`config.mk`:
```
export PLATFORM = sky130hd
export DESIGN_NAME = trace_buffer
export DESIGN_NICKNAME = d
export VERILOG_FILES = /design/src/rtl/core_types_pkg.sv /design/src/rtl/pkg_trace_buffer.sv /design/src/rtl/trace_ram.sv /design/src/rtl/trace_buffer.sv
export SDC_FILE = /design/constraint.sdc
export NUM_CORES = 2
export LEC_CHECK = 0
export CAP_MARGIN = 30
export CORE_ASPECT_RATIO = 1.2
export CORE_MARGIN = 2
export CORE_UTILIZATION = 40
export DETAILED_ROUTE_END_ITERATION = 7
export GPL_TIMING_DRIVEN = 0
export PLACE_DENSITY = 0.53
export SLEW_MARGIN = 5
export SYNTH_ARGS = -nofsm -noshare
export SYNTH_HDL_FRONTEND = slang
export SYNTH_SLANG_ARGS = --single-unit
```
`constraint.sdc`:
```
create_clock -name clk -period 10.1 [get_ports clk]
set_clock_uncertainty 0.2 [all_clocks]
set_input_delay 1.515 -clock clk [delete_from_list [all_inputs] [get_ports clk]]
set_output_delay 1.515 -clock clk [all_outputs]
set_load 0.005 [all_outputs]
```
`src/rtl/core_types_pkg.sv`:
```
// Core-wide scalar types shared by the RISC-V core and its debug taps.
package core_types_pkg;
    typedef logic [31:0] addr_t;
    typedef logic [31:0] instr_t;
    typedef logic [31:0] data_t;
endpackage

```
`src/rtl/pkg_trace_buffer.sv`:
```
// Record layout and FSM encoding for the retire-trace recorder.
package pkg_trace_buffer;
    import core_types_pkg::*;

    typedef struct packed {
        addr_t       pc;
        instr_t      instr;
        logic [4:0]  rd;
        logic        reg_write;
        data_t       result;
        logic        mem_we;
        addr_t       mem_addr;
        data_t       mem_wdata;
        logic [31:0] cycle;
    } trace_entry_t;

    typedef enum logic [1:0] {IDLE, CAPTURE, POST, READOUT} trace_state_t;
endpackage

```
`src/rtl/trace_ram.sv`:
```
// Trace storage: DEPTH records, one synchronous write port, one asynchronous read port.
// No reset; contents are only meaningful where head/tail say so.
module trace_ram
    import pkg_trace_buffer::*;
#(
    parameter int DEPTH = 16,
    parameter int AW    = $clog2(DEPTH)
) (
    input  logic          clk,
    input  logic          we,
    input  logic [AW-1:0] waddr,
    input  trace_entry_t  wdata,
    input  logic [AW-1:0] raddr,
    output trace_entry_t  rdata
);
    trace_entry_t mem [DEPTH];

    always_ff @(posedge clk) begin
        if (we) begin
            mem[waddr] <= wdata;
        end
    end

    assign rdata = mem[raddr];
endmodule

```
`src/rtl/trace_buffer.sv`:
```
// Retire-trace recorder: circular capture, PC-match trigger with post window, oldest-first drain (rd_entry combinational, one pop/cycle under rd_ready).
// Define TRACE_DISPLAY_EN to echo every captured record with $display; behaviour is otherwise identical.
module trace_buffer
    import core_types_pkg::*;
    import pkg_trace_buffer::*;
#(
    parameter int DEPTH      = 16,
    parameter int POST_DEPTH = 4
) (
    input  logic                   clk,
    input  logic                   reset,
    input  logic                   arm,
    input  logic                   stop,
    input  logic                   trig_en,
    input  addr_t                  trig_pc,
    input  logic                   retire_valid,
    input  addr_t                  retire_pc,
    input  instr_t                 retire_instr,
    input  logic [4:0]             retire_rd,
    input  logic                   retire_reg_write,
    input  data_t                  retire_result,
    input  logic                   retire_mem_we,
    input  addr_t                  retire_mem_addr,
    input  data_t                  retire_mem_wdata,
    output logic                   rd_valid,
    input  logic                   rd_ready,
    output trace_entry_t           rd_entry,
    output trace_state_t           state,
    output logic [$clog2(DEPTH):0] count,
    output logic                   overflow,
    output logic                   triggered
);
    localparam int AW = $clog2(DEPTH);
    localparam int CW = AW + 1;

    logic [AW-1:0] head, tail;
    logic [CW-1:0] post_cnt, count_next;
    logic [31:0]   cycle_cnt;
    trace_state_t  state_d;
    trace_entry_t  wr_entry, head_entry;
    logic          full, capturing, wr_en, trig_hit, pop;

    assign full      = (count == CW'(DEPTH));
    assign capturing = (state == CAPTURE) || (state == POST);
    assign wr_en     = capturing && retire_valid && !arm;
    // stop outranks the trigger, so a coincident match is recorded but does not fire
    assign trig_hit  = (state == CAPTURE) && retire_valid && trig_en &&
                       (retire_pc == trig_pc) && !arm && !stop;
    assign rd_valid  = (state == READOUT) && (count != '0);
    assign pop       = rd_valid && rd_ready && !arm;
    assign rd_entry  = rd_valid ? head_entry : '0;

    assign wr_entry = '{pc: retire_pc, instr: retire_instr, rd: retire_rd,
                        reg_write: retire_reg_write, result: retire_result,
                        mem_we: retire_mem_we, mem_addr: retire_mem_addr,
                        mem_wdata: retire_mem_wdata, cycle: cycle_cnt};

    always_comb begin
        count_next = count;
        if (wr_en && !full) begin
            count_next = count + 1'b1;
        end else if (pop) begin
            count_next = count - 1'b1;
        end
    end

    always_comb begin
        state_d = state;
        if (arm) begin
            state_d = CAPTURE;
        end else begin
            case (state)
                CAPTURE: begin
                    if (stop) begin
                        state_d = (count_next == '0) ? IDLE : READOUT;
                    end else if (trig_hit) begin
                        state_d = (POST_DEPTH == 0) ? READOUT : POST;
                    end
                end
                POST: begin
                    if (stop || (wr_en && post_cnt == CW'(1))) begin
                        state_d = (count_next == '0) ? IDLE : READOUT;
                    end
                end
                READOUT: begin
                    if (pop && count_next == '0) begin
                        state_d = IDLE;
                    end
                end
                default: state_d = state;
            endcase
        end
    end

    always_ff @(posedge clk) begin
        if (reset) begin
            state     <= IDLE;
            head      <= '0;
            tail      <= '0;
            count     <= '0;
            overflow  <= 1'b0;
            triggered <= 1'b0;
            post_cnt  <= CW'(POST_DEPTH);
            cycle_cnt <= '0;
        end else begin
            cycle_cnt <= cycle_cnt + 1'b1;
            state     <= state_d;
            if (arm) begin
                head      <= '0;
                tail      <= '0;
                count     <= '0;
                overflow  <= 1'b0;
                triggered <= 1'b0;
                post_cnt  <= CW'(POST_DEPTH);
            end else begin
                count <= count_next;
                if (wr_en) begin
                    tail <= tail + 1'b1;
                    if (full) begin
                        head     <= head + 1'b1;
                        overflow <= 1'b1;
                    end
                    if (state == POST) begin
                        post_cnt <= post_cnt - 1'b1;
                    end
                end
                if (pop) begin
                    head <= head + 1'b1;
                end
                if (trig_hit) begin
                    triggered <= 1'b1;
                end
            end
        end
    end

    trace_ram #(.DEPTH(DEPTH), .AW(AW)) u_ram (
        .clk   (clk),
        .we    (wr_en),
        .waddr (tail),
        .wdata (wr_entry),
        .raddr (head),
        .rdata (head_entry)
    );

`ifdef TRACE_DISPLAY_EN
    always @(posedge clk) begin
        if (!reset && wr_en) begin
            if (retire_reg_write && retire_mem_we)
                $display("[%08h] pc=%08h instr=%08h x%0d=%08h mem[%08h]=%08h", cycle_cnt, retire_pc,
                         retire_instr, retire_rd, retire_result, retire_mem_addr, retire_mem_wdata);
            else if (retire_reg_write)
                $display("[%08h] pc=%08h instr=%08h x%0d=%08h", cycle_cnt, retire_pc,
                         retire_instr, retire_rd, retire_result);
            else if (retire_mem_we)
                $display("[%08h] pc=%08h instr=%08h mem[%08h]=%08h", cycle_cnt, retire_pc,
                         retire_instr, retire_mem_addr, retire_mem_wdata);
            else
                $display("[%08h] pc=%08h instr=%08h", cycle_cnt, retire_pc, retire_instr);
        end
    end
`endif
endmodule

```
==> flow_summary_export.csv <==
group,metric,value,unit
status,run_status,"complete, no violations",
global_route,antenna_found_initial,86,
clock_network,htree_levels,5,
worst_setup_path,crit_fanout,10,
place,port_buffers,413,
global_route,grt_pass1_vias,60770,
synth,yosysTopAreaCellShare,77.46,%
worst_setup_path,r2r-end,"u_ram.mem[13][93]$_DFFE_PP_",
synth,syn_area_per_cell,24.67,um2
clock_network,cts.sinks,3242,
cells_and_area,postLayoutCoreUtil,47.82,%
detailed_routing,route.vias.total,57620,
place,dpl.cell_count,9676,
cells_and_area,instances_no_fill,10290,
cells_and_area,drive_above_1_share,26.95,%
cells_and_area,stdcell_area,146900,um2
floorplanning,fp.coreArea,307200,um2
worst_setup_path,cp-end-kind,"output port",
detailed_routing,drt_iter0_drc,5647,
sta,hold_slack,0.2896,ns
worst_setup_path,startpoint_type,"flip-flop",
floorplanning,die_h,612.5,um
place,place_congestion,0.7432,
detailed_routing,avgRoutedWirePerCell,32.29,um
power,peakVddDrop,127.4,uV
sta,hold_viol_final,0,
sta,rsz0062_at_grt,"false",
synth,synth_cell_types,51,
cells_and_area,fill_cells,24890,
global_route,grt_max_degree,39,
worst_setup_path,arrival,5.43,ns
place,dp_slack,3.730,ns
sta,setup_ws,2.958,ns
sta,drv_slew,0,
detailed_routing,drc,0,
clock_network,cts_buffer_depth,4,
global_route,top_usage_layer,"met2",
worst_setup_path,worstPathRequired,8.39,ns
clock_network,cts-root-buf,"clkbuf_16",
power,power.density,181.9,nW/um2
synth,synthesis.area,123400,um2
sta,post-route-period-util,70.71,%
detailed_routing,wl,332200,um
cells_and_area,layout_commonest_cell,"edfxtp_1",
synth,synth_edf_count,3184,
synth,synth-seq-area-share,78.40,%
power,power,26.72,mW
sta,tightest_slew,1.025,ns
clock_network,cts_tree,"done",
cells_and_area,syn_to_final_growth,19.02,%
worst_setup_path,path_delay_family,"buffers and inverters",
cells_and_area,fin_nets,6172,
synth,synthFlopType,"edfxtp_1",
floorplanning,placementRows,223,
worst_setup_path,crit_type,"flip-flop to output port",
detailed_routing,firstDrtPassIters,5,
worst_setup_path,max_stage_delay,0.73,ns
sta,fmax,0.1400,GHz
place,placed_area,136800,um2
global_route,use_met3,3.692,%
worst_setup_path,crit_buf_inv,7,
cells_and_area,most-common-layout-cells,"edfxtp_1, mux4_2, clkdlybuf4s50_1, clkbuf_16, clkbuf_1",
cells_and_area,multi_input_area,25680,um2
worst_setup_path,critical_path.slowest_cell,"clkbuf_1",
power,p_leak,43.99,nW
worst_setup_path,reg2reg_depth,11,
synth,yosys-top-cells-area,"edfxtp_1, mux4_2, and2_1",
clock_network,holdBufCountCts,0,
clock_network,cts_made_buffers,324,
floorplanning,dieWidth,511.1,um
clock_network,clock_latency,0.87,ns
detailed_routing,antenna_left,0,
synth,ys_seq_elements,3242,
global_route,globalRouteOverflowTotal,0,
sta,fin_tns_setup,0,ns
sta,period_minus_slack,7.142,ns
synth,yosysWarnings,0,
worst_setup_path,rrSetupSlack,5.62,ns
global_route,grt_pass1_wl,465100,um
place,hpwl,204900,um
synth,synth_cells,5003,
worst_setup_path,r2r-start,"state[0]$_SDFFE_PP0P_",
cells_and_area,seq_area,96770,um2
worst_setup_path,cpMostUsedCell,"clkbuf_1",
synth,async_flop_share,0,%
global_route,use_met2,36.46,%
clock_network,clk_pin_slew,0.06,ns
floorplanning,io_pins,415,
worst_setup_path,crit_end,"rd_entry[30]",
synth,syn_nets,5223,
global_route,grt_use_met1,27.67,%
worst_setup_path,crit_chain,"clkbuf_1 > clkbuf_1 > buf_8 > clkbuf_1 > buf_8 > clkbuf_1 > mux4_2 > mux4_2 > and2_1 > clkdlybuf4s50_1",
global_route,grt_use_total,21.06,%
min_path,hold_path.class,"flip-flop to flip-flop",
synth,yosysTopAreaCell,"edfxtp_1",
clock_network,post-cts-setup-buffer-count,0,
floorplanning,die-area,313100,um2
sta,relSlewSlack,31.69,%
flow_run,drv_cap,0,
worst_setup_path,cp_num_cells,10,
floorplanning,start_util,40.18,%
detailed_routing,drt-vias-per-instance,5.602,
clock_network,cts_resized,0,
sta,finalSetupViolCount,0,
cells in the mapped netlist (9+ instances only):
library cell     n
mux4_2         995
nor2_1          51
or3_1            9
xnor2_1         39
o21ai_0         11
a21oi_1         19
edfxtp_1      3184
clkbuf_1       190
inv_1           15
xor2_1          26
nand3_1         13
dfxtp_1         58
and2_1         217
nand2_1         21
nand4_1         20
buf_1           58
ha_1            14
flip-flops by register name, summed over array words and instances, names as in the netlist, named ones only:
signal and cells:
state 2, post_cnt 5, overflow 1, cycle_cnt 32
count 5, head 4, u_ram.mem 3184, triggered 1
tail 4
worst min path at each step:
stage,end,start,slack (ns),depth (start not counted)
after CTS,triggered$_SDFFE_PP0P_,triggered$_SDFFE_PP0P_,0.29,2
after floorplan,overflow$_SDFFE_PP0P_,overflow$_SDFFE_PP0P_,0.26,2
final,triggered$_SDFFE_PP0P_,triggered$_SDFFE_PP0P_,0.29,2
after global placement,overflow$_SDFFE_PP0P_,overflow$_SDFFE_PP0P_,0.27,2
after detailed placement,triggered$_SDFFE_PP0P_,triggered$_SDFFE_PP0P_,0.27,2
after global routing,triggered$_SDFFE_PP0P_,triggered$_SDFFE_PP0P_,0.34,2
power by group:
group	switching [mW]	total [mW]	internal, mW
clock network	4.99	11.6	6.58
logic	0.234	0.376	0.143
registers	0.0117	14.8	14.8
total	5.23	26.7	21.5
cells by family after synthesis:
family / after synthesis / synth area share (%)
and+or+nand+nor: 367 / 1.754
adders and majority gates: 14 / 0.1419
muxes: 997 / 18.17
AOI/OAI and AO/OA: 48 / 0.2443
xor gates and xnor gates: 65 / 0.4612
buffers and inverters: 270 / 0.8281
DFF: 3242 / 78.40
worst reg2reg max path, cell delays in order, from the launching register on:
cell and delay [ns]:
dfxtp_1 0.43, inv_1 0.10, ha_1 0.30, and3b_1 0.16, clkbuf_1 0.20, clkbuf_1 0.45
and3_1 0.31, and2_4 0.58, buf_16 0.35, buf_16 0.34, buf_16 0.28, buf_16 0.35
area by class of cell:
| class | instances | area share (%) |
|---|---|---|
| Clock buffer | 423 | 5.972 |
| Multi-Input combinational cell | 1491 | 17.48 |
| Clock inverter | 155 | 0.8304 |
| Buffer | 255 | 0.6652 |
| Antenna cell | 33 | 0.05621 |
| Sequential cell | 3242 | 65.87 |
| Timing Repair Buffer | 623 | 5.638 |
| Tap cell | 4050 | 3.449 |
| Inverter | 15 | 0.03832 |
metal layers:
metal  routed length (um)  up-vias
met4                 7284       30
met5                  177        -
met3                19810      454
met1               134000    31910
met2               171000     1699
li1                     -    23530
No activity file was read; power rests on OpenSTA's default activity.
